$ cat src/rtl/count_seq_monitor.sv
// count_seq_monitor: checks that a sampled count bus advances by exactly +1
// (mod 2^WIDTH) per sample, declares lock after LOCK_COUNT consecutive legal
// steps, and keeps saturating statistics of sequence errors and wraps.
//
// Ports:
//   clk          system clock, rising edge
//   reset        synchronous active-high reset
//   q_in         count value from the upstream counter
//   en           sample strobe; q_in is evaluated only when en=1
//   clear_stats  synchronous clear of err_count / wrap_count
//   locked       high while in LOCKED
//   seq_err      one-cycle pulse when a locked sample breaks the sequence
//   wrap_pulse   one-cycle pulse on a locked max->0 step
//   err_count    saturating count of seq_err events
//   wrap_count   saturating count of wrap_pulse events
//
// Optional build macro COUNT_SEQ_MONITOR_SYNC_EN: inserts a two-flop
// synchronizer on q_in (and a matching two-stage delay on en), adding two
// cycles of latency to every response.
//
// state  | meaning
// IDLE   | no reference sample yet; next sample only seeds prev
// VERIFY | counting consecutive legal +1 steps toward lock
// LOCKED | sequence trusted; breaks are reported as seq_err

module count_seq_monitor #(
  parameter int WIDTH      = 3,
  parameter int LOCK_COUNT = 2,
  parameter int ERR_CNT_W  = 8
) (
  input  logic                 clk,
  input  logic                 reset,
  input  logic [WIDTH-1:0]     q_in,
  input  logic                 en,
  input  logic                 clear_stats,
  output logic                 locked,
  output logic                 seq_err,
  output logic                 wrap_pulse,
  output logic [ERR_CNT_W-1:0] err_count,
  output logic [ERR_CNT_W-1:0] wrap_count
);

  typedef enum logic [1:0] {IDLE, VERIFY, LOCKED} state_e;

  localparam logic [WIDTH-1:0]     Q_MAX    = '1;
  localparam logic [ERR_CNT_W-1:0] CNT_MAX  = '1;
  localparam logic [3:0]           LOCK_TGT = 4'(LOCK_COUNT);

  logic [WIDTH-1:0] q_smp;
  logic             en_smp;

`ifdef COUNT_SEQ_MONITOR_SYNC_EN
  logic [WIDTH-1:0] q_s1_q, q_s2_q;
  logic             en_s1_q, en_s2_q;

  always_ff @(posedge clk) begin
    if (reset) begin
      q_s1_q  <= '0;
      q_s2_q  <= '0;
      en_s1_q <= 1'b0;
      en_s2_q <= 1'b0;
    end else begin
      q_s1_q  <= q_in;
      q_s2_q  <= q_s1_q;
      en_s1_q <= en;
      en_s2_q <= en_s1_q;
    end
  end

  assign q_smp  = q_s2_q;
  assign en_smp = en_s2_q;
`else
  assign q_smp  = q_in;
  assign en_smp = en;
`endif

  state_e               state_q, state_d;
  logic [WIDTH-1:0]     prev_q, prev_d;
  logic [3:0]           good_q, good_d;
  logic                 locked_q, seq_err_q, wrap_q;
  logic                 seq_err_d, wrap_d;
  logic [ERR_CNT_W-1:0] err_q, err_d, wcnt_q, wcnt_d;

  logic [WIDTH-1:0] prev_inc;
  logic [3:0]       good_inc;
  logic             is_step, is_hold;

  assign prev_inc = prev_q + 1'b1;   // wraps naturally at 2^WIDTH
  assign good_inc = good_q + 4'd1;
  assign is_step  = (q_smp == prev_inc);
  assign is_hold  = (q_smp == prev_q);

  always_comb begin
    state_d   = state_q;
    prev_d    = prev_q;
    good_d    = good_q;
    seq_err_d = 1'b0;
    wrap_d    = 1'b0;

    if (en_smp) begin
      prev_d = q_smp;
      unique case (state_q)
        IDLE: begin
          good_d  = '0;
          state_d = VERIFY;
        end
        VERIFY: begin
          if (is_step) begin
            if (good_inc == LOCK_TGT) begin
              good_d  = '0;
              state_d = LOCKED;
            end else begin
              good_d = good_inc;
            end
          end else if (!is_hold) begin
            good_d = '0;
          end
        end
        LOCKED: begin
          if (is_step) begin
            // A BAD sample of 0 never reaches here, so it cannot wrap.
            wrap_d = (prev_q == Q_MAX);
          end else if (!is_hold) begin
            seq_err_d = 1'b1;
            good_d    = '0;
            state_d   = VERIFY;
          end
        end
        default: state_d = IDLE;
      endcase
    end

    // Clear and a same-edge event: counted from zero, so the result is 1.
    if (clear_stats)
      err_d = {{(ERR_CNT_W-1){1'b0}}, seq_err_d};
    else if (seq_err_d && (err_q != CNT_MAX))
      err_d = err_q + 1'b1;
    else
      err_d = err_q;

    if (clear_stats)
      wcnt_d = {{(ERR_CNT_W-1){1'b0}}, wrap_d};
    else if (wrap_d && (wcnt_q != CNT_MAX))
      wcnt_d = wcnt_q + 1'b1;
    else
      wcnt_d = wcnt_q;
  end

  always_ff @(posedge clk) begin
    if (reset) begin
      state_q   <= IDLE;
      prev_q    <= '0;
      good_q    <= '0;
      locked_q  <= 1'b0;
      seq_err_q <= 1'b0;
      wrap_q    <= 1'b0;
      err_q     <= '0;
      wcnt_q    <= '0;
    end else begin
      state_q   <= state_d;
      prev_q    <= prev_d;
      good_q    <= good_d;
      locked_q  <= (state_d == LOCKED);
      seq_err_q <= seq_err_d;
      wrap_q    <= wrap_d;
      err_q     <= err_d;
      wcnt_q    <= wcnt_d;
    end
  end

  assign locked     = locked_q;
  assign seq_err    = seq_err_q;
  assign wrap_pulse = wrap_q;
  assign err_count  = err_q;
  assign wrap_count = wcnt_q;

endmodule

$ cat config.mk
export PLATFORM = sky130hd
export DESIGN_NAME = count_seq_monitor
export DESIGN_NICKNAME = d
export VERILOG_FILES = /design/src/rtl/count_seq_monitor.sv
export SDC_FILE = /design/constraint.sdc
export NUM_CORES = 1
export LEC_CHECK = 0
export ABC_AREA = 1
export BUFFER_PORTS_ARGS = -buffer_cell sky130_fd_sc_hd__buf_2
export CAP_MARGIN = 10
export CORE_MARGIN = 3
export CORE_UTILIZATION = 60
export DETAILED_ROUTE_END_ITERATION = 12
export GPL_TIMING_DRIVEN = 0
export HOLD_SLACK_MARGIN = 0.05
export PLACE_DENSITY = 0.86
export SLEW_MARGIN = 20
export SYNTH_ARGS = -nofsm -noshare
export SYNTH_HDL_FRONTEND = slang
export SYNTH_SLANG_ARGS = --single-unit
$ cat constraint.sdc
create_clock -name clk -period 2.8 [get_ports clk]
set_clock_uncertainty 0.15 [all_clocks]
set_input_delay 0.14 -clock clk [delete_from_list [all_inputs] [get_ports clk]]
set_output_delay 0.14 -clock clk [all_outputs]
set_load 0.01 [all_outputs]
* Yosys cells after proc, flatten, opt, wreduce, memory -nomap -nowiden
Index checks and enable logic that the tools add are counted.
** Operators by class
- Add/subtract/negate cells :: 4
- Equality and inequality tests :: 10
- Muxes and demuxes :: 22
- Reduce and logical (&&, ||, !) cells :: 8
** Operators by type and width (count)
- $add A8 B1 Y8 const B :: 2
- $mux W4 :: 4
- $ne A8 B8 Y1 const B :: 2
- $pmux W4 S3 :: 1
- $mux W1 :: 11
- $mux W2 :: 5
- $eq A3 B3 Y1 :: 2
- $pmux W2 S3 :: 1
- $add A4 B1 Y4 const B :: 1
- $eq A2 B2 Y1 const B :: 2
- $eq A4 B2 Y1 const B :: 1
- $reduce_bool A2 Y1 :: 2
- $add A3 B1 Y3 const B :: 1
- $eq A3 B3 Y1 const B :: 1
- $reduce_and A3 Y1 :: 1
- $reduce_bool A3 Y1 :: 1
- $eq A2 B1 Y1 const B :: 1
- $logic_and A1 B1 Y1 :: 2
- $logic_not A2 Y1 :: 1
- $ne A2 B2 Y1 const B :: 1
- $reduce_or A2 Y1 :: 1
** Word-level totals
- Bits in registers :: 28
- Bits of input ports :: 7
- Logic and storage cells :: 54

* Longest topological paths before layout
Gate-level depths: netlist of run 1.
- Depth after elaboration :: 8
- Mapped depth :: 14
- Mapped depth without buffers :: 14

* Worst setup path before layout of run 1
Ideal clock, no wire load.
- Path type :: reg-to-reg
- Start :: register prev_q[0]
- End :: register wcnt_q[0] (netlist: wrap_count[0])
- Setup time :: 56 ps
- Data arrival time :: 1687 ps
- Data required time :: 2594 ps
- Path slack :: 907 ps
- Stages on the path, launching flop included :: 14
- Buffers on the path :: 0
- Period minus slack after synthesis :: 1893 ps
- Path through :: dfxtp_1 -> ha_1 -> ha_1 -> inv_1 -> nand2_1 -> o21ai_1 -> nor2_4 -> nand2_4 -> clkinv_2 -> nand4_4 -> or2_0 -> nand3_1 -> nand2_1 -> inv_1
** On the way
- Longest elaborated chain between the ends :: 7
- Elaborated cells on any way between the ends :: 9
- Classes of those cells :: add/sub: 1; eq/ne: 2; mux: 4; reduce/logical: 2
** Ends and longest elaborated chain
- from (decl) :: line 78 : logic [WIDTH-1:0] prev_q, prev_d;
- from (signal assigned) :: line 161 : prev_q <= prev_d;
- $add A3 B1 Y3 :: line 88 : assign prev_inc = prev_q + 1'b1;
- $eq A3 B3 Y1 :: line 90 : assign is_step = (q_smp == prev_inc);
- $mux W1 * :: line 120 : if (is_step) begin
- $mux W1 * :: line 102 : unique case (state_q)
- $mux W1 * :: line 100 : if (en_smp) begin
- $logic_and A1 B1 Y1 :: line 143 : else if (wrap_d && (wcnt_q != CNT_MAX))
- $reduce_bool A2 Y1 (no line)
- to (signal assigned) :: line 167 : wcnt_q <= wcnt_d;
- to (decl) :: line 82 : logic [ERR_CNT_W-1:0] err_q, err_d, wcnt_q, wcnt_d;
Every way passes the cells marked *; elsewhere a longest branch is shown, timed or not.
A chain may end at the register's enable or synchronous reset.

* Worst setup path in the final report of run 1
- Start :: register prev_q[0]
- End :: register err_q[1] (netlist: err_count[1])
** On the way
- Longest elaborated chain between the ends :: 6
- Elaborated cells on any way between the ends :: 8
- Classes of those cells :: add/sub: 1; eq/ne: 2; mux: 4; reduce/logical: 1
** Ends and longest elaborated chain
- $add A3 B1 Y3 or $eq A3 B3 Y1 (tied branches) :: line 88, 91
- $eq A3 B3 Y1 or $mux W1 (tied branches) :: line 90, 123
- $mux W1 * :: line 120
- $mux W1 * :: line 102
- $mux W1 * :: line 100
- $logic_and A1 B1 Y1 * :: line 136 : else if (seq_err_d && (err_q != CNT_MAX))
- to (signal assigned) :: line 166 : err_q <= err_d;
- to (decl) :: line 82
Marked as above.

==> results of run 1 <==
[logic make-up (layout without fill, tap and decap cells)]
logic type,after synthesis,in the layout,share of synthesized area (%)
AO/OA/AOI/OAI,39,39,12.17
AND/OR/NAND/NOR,115,115,31.82
XOR/XNOR,11,11,5.820
adder cells (fa/ha/maj),10,10,7.559
flip-flops,28,28,33.86
buffers and inverters,38,73,8.767
[critical path, cell delays in order, from the launching register on]
cell and delay [ns]:
dfxtp_1 0.36, ha_1 0.20, ha_1 0.29, inv_1 0.07, nand2_1 0.06, o21ai_1 0.15
nor2_4 0.07, nand2_4 0.09, nand4_2 0.15, inv_2 0.13, nand2_4 0.08, inv_2 0.12
nand2_1 0.08, a21oi_1 0.12
[final cells by class]
type | instances | share of cell area (%)
Inverter | 35 | 6.852
Multi-Input combinational cell | 175 | 49.06
Clock inverter | 1 | 1.551
Clock buffer | 3 | 1.164
Buffer | 3 | 0.6464
Tap cell | 30 | 1.939
Sequential cell | 28 | 28.96
Timing Repair Buffer | 31 | 9.825
[power by group]
part | internal (W) | switching, W | leakage [nW]
combinational | 0.0000354 | 0.0000553 | 0.684
sequential | 0.000404 | 0.00000620 | 0.227
clock | 0.000145 | 0.000125 | 0.0279
[registers in the layout, indices dropped and copies added, names as in the netlist]
name and flops:
good_q 4, locked 1, state_q 2, wrap_count 8, err_count 8, wrap_pulse 1, prev_q 3, seq_err 1
[how the worst min path moves through the flow]
stage	end	slack, ns	depth (start not counted)
2_1_floorplan	prev_q[1]	0.08	1
3_3_place_gp	prev_q[0]	0.27	3
3_5_place_dp	prev_q[0]	0.27	3
4_1_cts	seq_err	0.33	7
5_1_grt	seq_err	0.37	7
6_report	good_q[1]	0.34	8
[cells in the final DEF (no fill, tap or decap)]
| cell type | count |
|---|---|
| a21boi_1 | 1 |
| a21oi_1 | 18 |
| a31oi_1 | 1 |
| buf_2 | 24 |
| bufinv_16 | 1 |
| clkbuf_1 | 2 |
| clkbuf_2 | 1 |
| clkbuf_4 | 3 |
| clkinv_2 | 1 |
| dfxtp_1 | 28 |
| dlygate4sd3_1 | 7 |
| ha_1 | 10 |
| inv_1 | 28 |
| inv_2 | 6 |
| nand2_1 | 63 |
| nand2_2 | 1 |
| nand2_4 | 2 |
| nand3_1 | 13 |
| nand3b_1 | 2 |
| nand4_1 | 4 |
| nand4_2 | 1 |
| nand4_4 | 1 |
| nor2_1 | 23 |
| nor2_4 | 1 |
| nor3_1 | 1 |
| nor3b_1 | 1 |
| nor4_1 | 1 |
| o211ai_1 | 1 |
| o21ai_0 | 17 |
| o21ai_1 | 1 |
| or2_0 | 1 |
| xnor2_1 | 6 |
| xor2_1 | 5 |
[layer usage]
layer,share of wire [%],vias to the layer above,track usage [%],wire (um)
met5,0,-,0,0
met4,2.7,0,9.272,93
met2,46,34,34.45,1579
li1,-,842,-,-
met1,47,681,29.29,1610
met3,3.7,10,2.193,126
[metrics by stage]
stage / utilization [%] / hold WS [ns] / instance area [um2] / total power [W] / setup slack [ns]
2_1_floorplan: - / 0.07991 / 1655 / 0.0004788 / 0.9069
3_3_place_gp: 71.24 / 0.2670 / 1813 / 0.0004975 / 0.7846
3_5_place_dp: 71.24 / 0.2704 / 1813 / 0.0004997 / 0.7183
4_1_cts: 76.06 / 0.3276 / 1936 / 0.0007743 / 0.6770
5_1_grt: 76.06 / 0.3711 / 1936 / 0.0007962 / 0.4764
6_report: 76.06 / 0.3391 / 1936 / 0.0007710 / 0.6207
[repair_timing]
item | CTS | global route
hold buffers | 7 | 0
endpoints found under the hold margin | 14 | 0
setup endpoints to repair | 0 | 0
[cells in the mapped netlist]
master,instances,area (um2)
nand2_1,63,236.5
clkinv_2,1,5.000
ha_1,10,125.1
inv_1,28,105.1
nor4_1,1,6.260
a31oi_1,1,6.260
nand3_1,13,65.06
nand2_4,2,22.52
inv_2,6,22.52
xnor2_1,6,52.55
a21oi_1,18,90.09
nor2_4,1,11.26
o211ai_1,1,7.510
nor3_1,1,5.000
nand4_2,1,12.51
dfxtp_1,28,560.5
nor2_1,23,86.33
nand3b_1,2,15.01
nand4_1,4,25.02
o21ai_0,17,85.08
xor2_1,5,43.79
o21ai_1,1,5.000
nand4_4,1,21.27
a21boi_1,1,7.510
nor3b_1,1,7.510
or2_0,1,6.260
nand2_2,1,6.260
clkbuf_1,2,7.510
clkbuf_2,1,5.000
==> impl_metrics.csv, run 1 <==
group,metric,value,unit
status,outcome,"finished, final reports clean",
floorplan,fp.dieW,58.53,um
min_path,worstHoldPathType,"input port to register",
sta,slew-limit-headroom,67.90,%
place,place_congestion,0.8109,
drt,dr.pass1.iters,4,
final_layout,multi_input_area,949.7,um2
cts,ctsResizeCount,0,
sta,tns,0,ns
drt,first_iter_violations,58,
yosys,ys_seq_area_share,33.86,%
place,dp_cells,295,
final_layout,syn2layout_area_growth,16.93,%
yosys,synth_cells,241,
sta,hold_viol_final,0,
critical_path,cp-end-kind,"register",
yosys,syn-num-nets,258,
critical_path,crit_path_max_fanout,8,
yosys,syn_area_per_cell,6.869,um2
yosys,yosysWarnings,0,
sta,rsz0062_at_grt,"false",
global_route,grt_pass1_vias,1396,
global_route,grt_pass1_wl,5844,um
final_layout,fin_nets,294,
critical_path,start_kind,"register",
sta,post-route-period-util,77.83,%
floorplan,initial_core_util,65.04,%
sta,tightestPinTransition,0.4814,ns
cts,htreeDepth,1,
cts,cts.path.max_buffers,2,
sta,drv_slew,0,
sta,clock.fmax,458.9,MHz
min_path,hp-start,"q_in[1]",
yosys,synth_seq_cells,28,
drt,drc_errors,0,
final_layout,num-fill-cells,195,
yosys,ys_types,29,
critical_path,endpoint,"err_count[1]",
floorplan,rows,18,
cts,root_buffer,"clkbuf_4",
critical_path,r2r_cells,13,
floorplan,die_h,58.53,um
cts,cts_sinks,28,
floorplan,dieArea,3425,um2
critical_path,r2r-end,"err_count[1]",
floorplan,io_pins,26,
drt,wl_per_cell,11.14,um
place,dpl.hpwl,2491,um
power_and_ir_drop,power_density,398.3,nW/um2
floorplan,fp.coreArea,2545,um2
critical_path,ff2ff_setup_slack,0.62,ns
cts,cts_buffers,3,
critical_path,crit_type,"register to register",
final_layout,seqCellArea,560.5,um2
final_layout,fin_cells,306,
flow_run,maxCapViolCount,0,
global_route,grt_max_degree,17,
global_route,grt_antenna_before_repair,0,
critical_path,crit_path_start,"prev_q[0]",
power_and_ir_drop,peakVddDrop,0.0003745,V
cts,clock_latency,0.33,ns
sta,min_period,2.179,ns
power_and_ir_drop,leakagePower,0.9387,nW
cts,post-cts-setup-buffers,0,
cts,cts_tree,"yes",
drt,wl,3409,um
critical_path,rr_startpoint,"prev_q[0]",
sta,setup_viol,0,
place,port_buffers,24,
drt,viasPerCell,5.121,
final_layout,drive_gt1_share,15.22,%
critical_path,critPathRequiredTime,2.92,ns
global_route,grtUsageTotal,21.49,%
drt,postRouteAntennaNets,0,
cts,clkTransAtPathRegs,0.16,ns
global_route,gr-total-overflow,0,
yosys,synth.cell_area,1655,um2
critical_path,crit_arrival,2.30,ns
final_layout,diodes,0,
drt,vias,1567,
Note: power is estimated with default switching activity, not from simulation.
==> inputs of run 2 (changes only) <==
--- a/config.mk
+++ b/config.mk
@@ -9,11 +9,11 @@
 export BUFFER_PORTS_ARGS = -buffer_cell sky130_fd_sc_hd__buf_2
 export CAP_MARGIN = 10
 export CORE_MARGIN = 3
-export CORE_UTILIZATION = 60
+export CORE_UTILIZATION = 50
 export DETAILED_ROUTE_END_ITERATION = 12
 export GPL_TIMING_DRIVEN = 0
 export HOLD_SLACK_MARGIN = 0.05
-export PLACE_DENSITY = 0.86
+export PLACE_DENSITY = 0.77
 export SLEW_MARGIN = 20
 export SYNTH_ARGS = -nofsm -noshare
 export SYNTH_HDL_FRONTEND = slang
==> constraint.sdc (replaced) <==
create_clock -name clk -period 1.8 [get_ports clk]
set_clock_uncertainty 0.15 [all_clocks]
set_input_delay 0.09 -clock clk [delete_from_list [all_inputs] [get_ports clk]]
set_output_delay 0.09 -clock clk [all_outputs]
set_load 0.01 [all_outputs]
==> impl_metrics.csv, run 2 (same netlist as run 1, synthesis figures left out) <==
group,metric,value,unit
global_route,met2_usage,30.51,%
sta,worst_slack,-0.1474,ns
sta,setup_viol,22,
sta,clock.fmax,513.5,MHz
floorplan,die_h,63.54,um
cts,cts_sinks,28,
global_route,grt_antenna_before_repair,0,
place,port_buffers,24,
floorplan,initial_core_util,53.35,%
cts,cts_buffers,3,
final_layout,final_cell_mix,"nand2_1 (56), inv_1 (27), dfxtp_1 (25)",
final_layout,drive_gt1_share,26.41,%
place,place_congestion,0.7878,
critical_path,crit_type,"register to register",
drt,wl,3849,um
power_and_ir_drop,power_density,575.1,nW/um2
critical_path,start_kind,"register",
sta,slew-limit-headroom,74.81,%
min_path,worstHoldPathType,"register to register",
cts,clkTransAtPathRegs,0.16,ns
floorplan,fp.coreArea,3103,um2
drt,first_iter_violations,122,
critical_path,r2r_cells,12,
drt,postRouteAntennaNets,0,
cts,clock_latency,0.34,ns
sta,hold_viol_final,0,
final_layout,syn2layout_area_growth,31.14,%
min_path,holdPathStages,2,
final_layout,layout.cells.most_common,"nand2_1",
drt,vias,1663,
cts,root_buffer,"clkbuf_4",
global_route,grtUsageTotal,18.33,%
sta,hold_slack,0.3634,ns
floorplan,io_pins,26,
sta,min_period,1.947,ns
min_path,hp-start,"wrap_count[7]",
global_route,gr-total-overflow,0,
final_layout,fin_nets,302,
power_and_ir_drop,peakVddDrop,0.0004363,V
cts,htreeDepth,1,
place,dp_slack,-0.1489,ns
critical_path,r2r-end,"good_q[0]",
sta,rsz0062_at_grt,"true",
drt,viasPerCell,5.070,
global_route,gr-usage-met1,23.11,%
drt,wl_per_cell,11.73,um
floorplan,rows,20,
critical_path,crit_arrival,2.04,ns
status,outcome,"finished with violations",
min_path,hold_path_end,"wrap_count[7]",
floorplan,dieArea,4037,um2
sta,drv_slew,0,
critical_path,ff2ff_setup_slack,-0.15,ns
place,dpl.hpwl,2433,um
sta,tightestPinTransition,0.3765,ns
global_route,grt_max_degree,17,
flow_run,maxCapViolCount,0,
power_and_ir_drop,leakagePower,1.023,nW
drt,dr.pass1.iters,4,
final_layout,diodes,0,
global_route,grt_pass1_vias,1433,
critical_path,rr_startpoint,"prev_q[1]",
cts,cts.path.max_buffers,2,
critical_path,crit_path_max_fanout,2,
drt,drc_errors,0,
global_route,met3_usage,3.209,%
sta,post-route-period-util,108.2,%
floorplan,fp.dieW,63.54,um
critical_path,critPathRequiredTime,1.90,ns
cts,cts_tree,"yes",
status,violations,"negative setup slack",
global_route,grt-busiest-layer,"met2",
critical_path,cp-end-kind,"register",
global_route,grt_pass1_wl,6051,um
## run 2: cell types whose count changed in the layout (fill, tap and decap cells not counted), moves of 4 or more
cell,change
o21ai_0,-5
nand2_2,+4
a21oi_2,+5
buf_4,+6
o21ai_1,+4
nand2_1,-7
a21oi_1,-5
## run 2: where the power goes
| part | switching, W | total, W | internal (W) | leakage (nW) |
|---|---|---|---|---|
| combinational | 0.000105 | 0.000184 | 0.0000793 | 0.768 |
| clock | 0.000198 | 0.000423 | 0.000225 | 0.0279 |
| sequential | 0.0000110 | 0.000641 | 0.000630 | 0.228 |
| total | 0.000314 | 0.00125 | 0.000935 | 1.02 |
## run 2: routing by layer
layer / routed length (um) / vias to the layer above
li1: - / 856
met5: 0 / -
met1: 1800 / 767
met2: 1855 / 33
met4: 65 / 0
met3: 127 / 7
## run 2: worst max path at each step
stage,slack (ns),startpoint,to,cells after the start
2_1_floorplan,-0.03,prev_q[1],wrap_count[0],13
6_report,-0.15,prev_q[1],good_q[0],12
3_5_place_dp,-0.15,prev_q[1],wrap_count[0],13
3_3_place_gp,-0.13,prev_q[1],wrap_count[0],13
4_1_cts,-0.10,prev_q[0],wrap_count[0],13
5_1_grt,-0.27,prev_q[1],locked,12
## run 2: what timing repair did
item,4_1_cts,5_1_grt
hold endpoints to repair,14,0
gates resized for setup,8,31
pin swaps,5,15
buffers inserted,5,2
setup endpoints to repair,23,26
hold buffers,9,0
## run 2: area by class of cell
class	instances	area [um2]
fillers	266	932.1
clock buffers	3	22.52
clock inverters	1	30.03
inverters	35	146.4
well taps	44	55.05
multi-input cells	175	1074
flip-flops and latches	28	564.3
plain buffers	2	12.51
repair buffers	40	266.5
## run 2: through the flow
step | setup TNS [ns] | util, % | std cells | total power (W) | area, um2
after global routing | -3.543 | 69.96 | 328 | 0.001308 | 2171
final | -1.464 | 69.96 | 328 | 0.001248 | 2171
after global placement | -1.423 | 60.12 | 309 | 0.0007863 | 1866
after floorplan | -0.03491 | - | 241 | 0.0007556 | 1690
after detailed placement | -1.860 | 60.12 | 309 | 0.0007888 | 1866
after CTS | -0.7905 | 66.49 | 327 | 0.001241 | 2063
## run 2: worst max-delay path: stages (launching register included)
cell and delay, ns:
dfxtp_2 0.37, ha_4 0.16, ha_4 0.27, inv_2 0.03, nand2_2 0.05, o21ai_2 0.06
nor2_4 0.11, nand4_1 0.14, nand2_1 0.12, nand2_1 0.08, buf_4 0.14, a21oi_1 0.13
nor2_1 0.06
==> inputs of run 3 (changes only) <==
--- a/config.mk
+++ b/config.mk
@@ -8,6 +8,7 @@
 export ABC_AREA = 1
 export BUFFER_PORTS_ARGS = -buffer_cell sky130_fd_sc_hd__buf_2
 export CAP_MARGIN = 10
+export CORE_ASPECT_RATIO = 1.2
 export CORE_MARGIN = 3
 export CORE_UTILIZATION = 50
 export DETAILED_ROUTE_END_ITERATION = 12
==> constraint.sdc (replaced) <==
create_clock -name clk -period 1.8 [get_ports clk]
set_clock_uncertainty 0.15 [all_clocks]
set_input_delay 0.36 -clock clk [delete_from_list [all_inputs] [get_ports clk]]
set_output_delay 0.36 -clock clk [all_outputs]
set_load 0.01 [all_outputs]
==> impl_metrics.csv, run 3 (same netlist as run 1, synthesis figures left out) <==
group,metric,value,unit
status,violations,"negative setup slack",
min_path,hp-start,"q_in[0]",
floorplan,dieArea,4040,um2
place,dp_slack,-0.1989,ns
power_and_ir_drop,power_frac_seq,60.8,%
sta,tightestPinTransition,0.5848,ns
critical_path,rr_startpoint,"prev_q[0]",
sta,drv_slew,0,
sta,setup_viol,22,
power_and_ir_drop,intPower,0.0007696,W
critical_path,crit_type,"register to register",
floorplan,fp.dieW,58.53,um
floorplan,die_h,69.03,um
final_layout,multi_input_area,1046,um2
drt,wl,3447,um
critical_path,cp_top_family,"simple AND/OR/NAND/NOR gates",
status,outcome,"finished with violations",
cts,cts_sinks,28,
place,place_congestion,0.8214,
drt,drc_errors,0,
cts,htreeDepth,1,
drt,postRouteAntennaNets,0,
place,dpl.hpwl,2582,um
sta,clock.fmax,520.4,MHz
final_layout,drive_gt1_share,25.55,%
final_layout,layout.cells.most_common,"nand2_1",
cts,root_buffer,"clkbuf_4",
cts,clkTransAtPathRegs,0.14,ns
place,port_buffers,24,
power_and_ir_drop,switchingPower,0.0002809,W
power_and_ir_drop,combPwrFrac,15.4,%
critical_path,crit_slowest_cell,"dfxtp_4",
critical_path,critical_path_buf_inv_count,3,
drt,viasPerCell,5.165,
final_layout,postLayoutCellArea,2003,um2
floorplan,io_pins,26,
sta,worst_slack,-0.1215,ns
critical_path,timing.critical_path.mode_cell,"ha_4",
min_path,worstHoldPathType,"input port to register",
cts,clock_latency,0.32,ns
critical_path,worstPathCellList,"ha_4 -> ha_4 -> inv_2 -> nand2_2 -> o21ai_2 -> nor2_4 -> nand2_4 -> clkinv_4 -> nand4_4 -> or2_0 -> nand3_1 -> nand2_1 -> inv_1",
cts,cts.path.max_buffers,2,
final_layout,fin_nets,293,
critical_path,crit_path_max_fanout,7,
drt,dr.pass1.iters,4,
power_and_ir_drop,power_density,524.4,nW/um2
global_route,gr-total-overflow,0,
global_route,grt_pass1_wl,5651,um
drt,first_iter_violations,55,
flow_run,maxCapViolCount,0,
final_layout,diodes,0,
sta,rsz0062_at_grt,"true",
final_layout,seqCellArea,568.0,um2
drt,wl_per_cell,11.12,um
final_layout,num-fill-cells,294,
sta,slew-limit-headroom,61.01,%
floorplan,rows,22,
critical_path,crit_path_start,"prev_q[0]",
global_route,grt_antenna_before_repair,0,
critical_path,crit_arrival,2.05,ns
cts,cts_tree,"yes",
sta,post-route-period-util,106.7,%
critical_path,cp-end-kind,"register",
global_route,grtUsageTotal,17.02,%
critical_path,start_kind,"register",
final_layout,final_cell_mix,"nand2_1 (55), inv_1 (27), dfxtp_1 (26)",
floorplan,fp.coreArea,3110,um2
place,post_dp_cell_area,1856,um2
critical_path,slowest_delay,0.38,ns
power_and_ir_drop,swShare,26.74,%
sta,min_period,1.921,ns
final_layout,syn2layout_area_growth,21.01,%
power_and_ir_drop,leakagePower,0.9138,nW
global_route,grt_pass1_vias,1378,
power_and_ir_drop,p_clk_share,23.8,%
sta,tns,-1.278,ns
drt,vias,1601,
power_and_ir_drop,finalPower,0.001051,W
global_route,grt_max_degree,15,
sta,hold_viol_final,0,
power_and_ir_drop,peakVddDrop,0.0004219,V
critical_path,critPathRequiredTime,1.93,ns
cts,cts_buffers,3,
floorplan,initial_core_util,53.22,%
run 3: cell types whose count changed in the layout (fill, tap and decap cells not counted), moves of 3 or more:
cell           change
dfxtp_2            -3
dlygate4sd3_1      -9
nand2_2            +4
nand2_4            -3
run 3: stage by stage:
stage | hold WS (ns) | util (%) | instances
after global routing | 0.1448 | 64.40 | 310
after global placement | 0.3412 | 59.65 | 301
after floorplan | 0.2924 | - | 241
final | 0.1476 | 64.40 | 310
after CTS | 0.1393 | 62.35 | 310
after detailed placement | 0.3429 | 59.65 | 301
run 3: tightest hold or removal path: stages:
cell and delay [ns]:
buf_2 0.09, nor2_1 0.04, nor2_1 0.09
run 3: repair_timing:
action                     4_1_cts  5_1_grt
setup endpoints to repair       23       23
buffers inserted                 6        0
gates resized for setup          9       20
pin swaps                        7        5
hold buffers                     0        0
run 3: final timing paths:
| kind | slack, ns | cells past startpoint | endpoint |
|---|---|---|---|
| worst max register to register | -0.12 | 13 | wrap_count[0] |
| worst max-delay path | -0.12 | 13 | wrap_count[0] |
| worst min-delay path | 0.15 | 3 | prev_q[0] |
| worst min register to register | 0.37 | 2 | wrap_count[5] |
run 3: routing by layer:
layer	wire length (um)	global-route usage, %	vias up
li1	-	-	838
met1	1517	20.46	736
met2	1783	30.43	23
met3	117	2.434	4
met4	28	4.639	0
met5	0	0	-
run 3: power groups by stage:
stage	logic, W	registers (W)	clock network, W
finish	0.000161	0.000639	0.000250
detailed placement	0.000136	0.000654	0
global placement	0.000134	0.000654	0
global route	0.000181	0.000640	0.000278
CTS	0.000152	0.000638	0.000257
floorplan	0.000102	0.000653	0
run 3: final cells by class:
type,count,area share (%)
multi-input cells,175,52.22
well taps,36,2.249
plain buffers,3,0.7495
clock buffers,3,1.124
flip-flops and latches,28,28.36
repair buffers,30,8.245
inverters,35,7.058
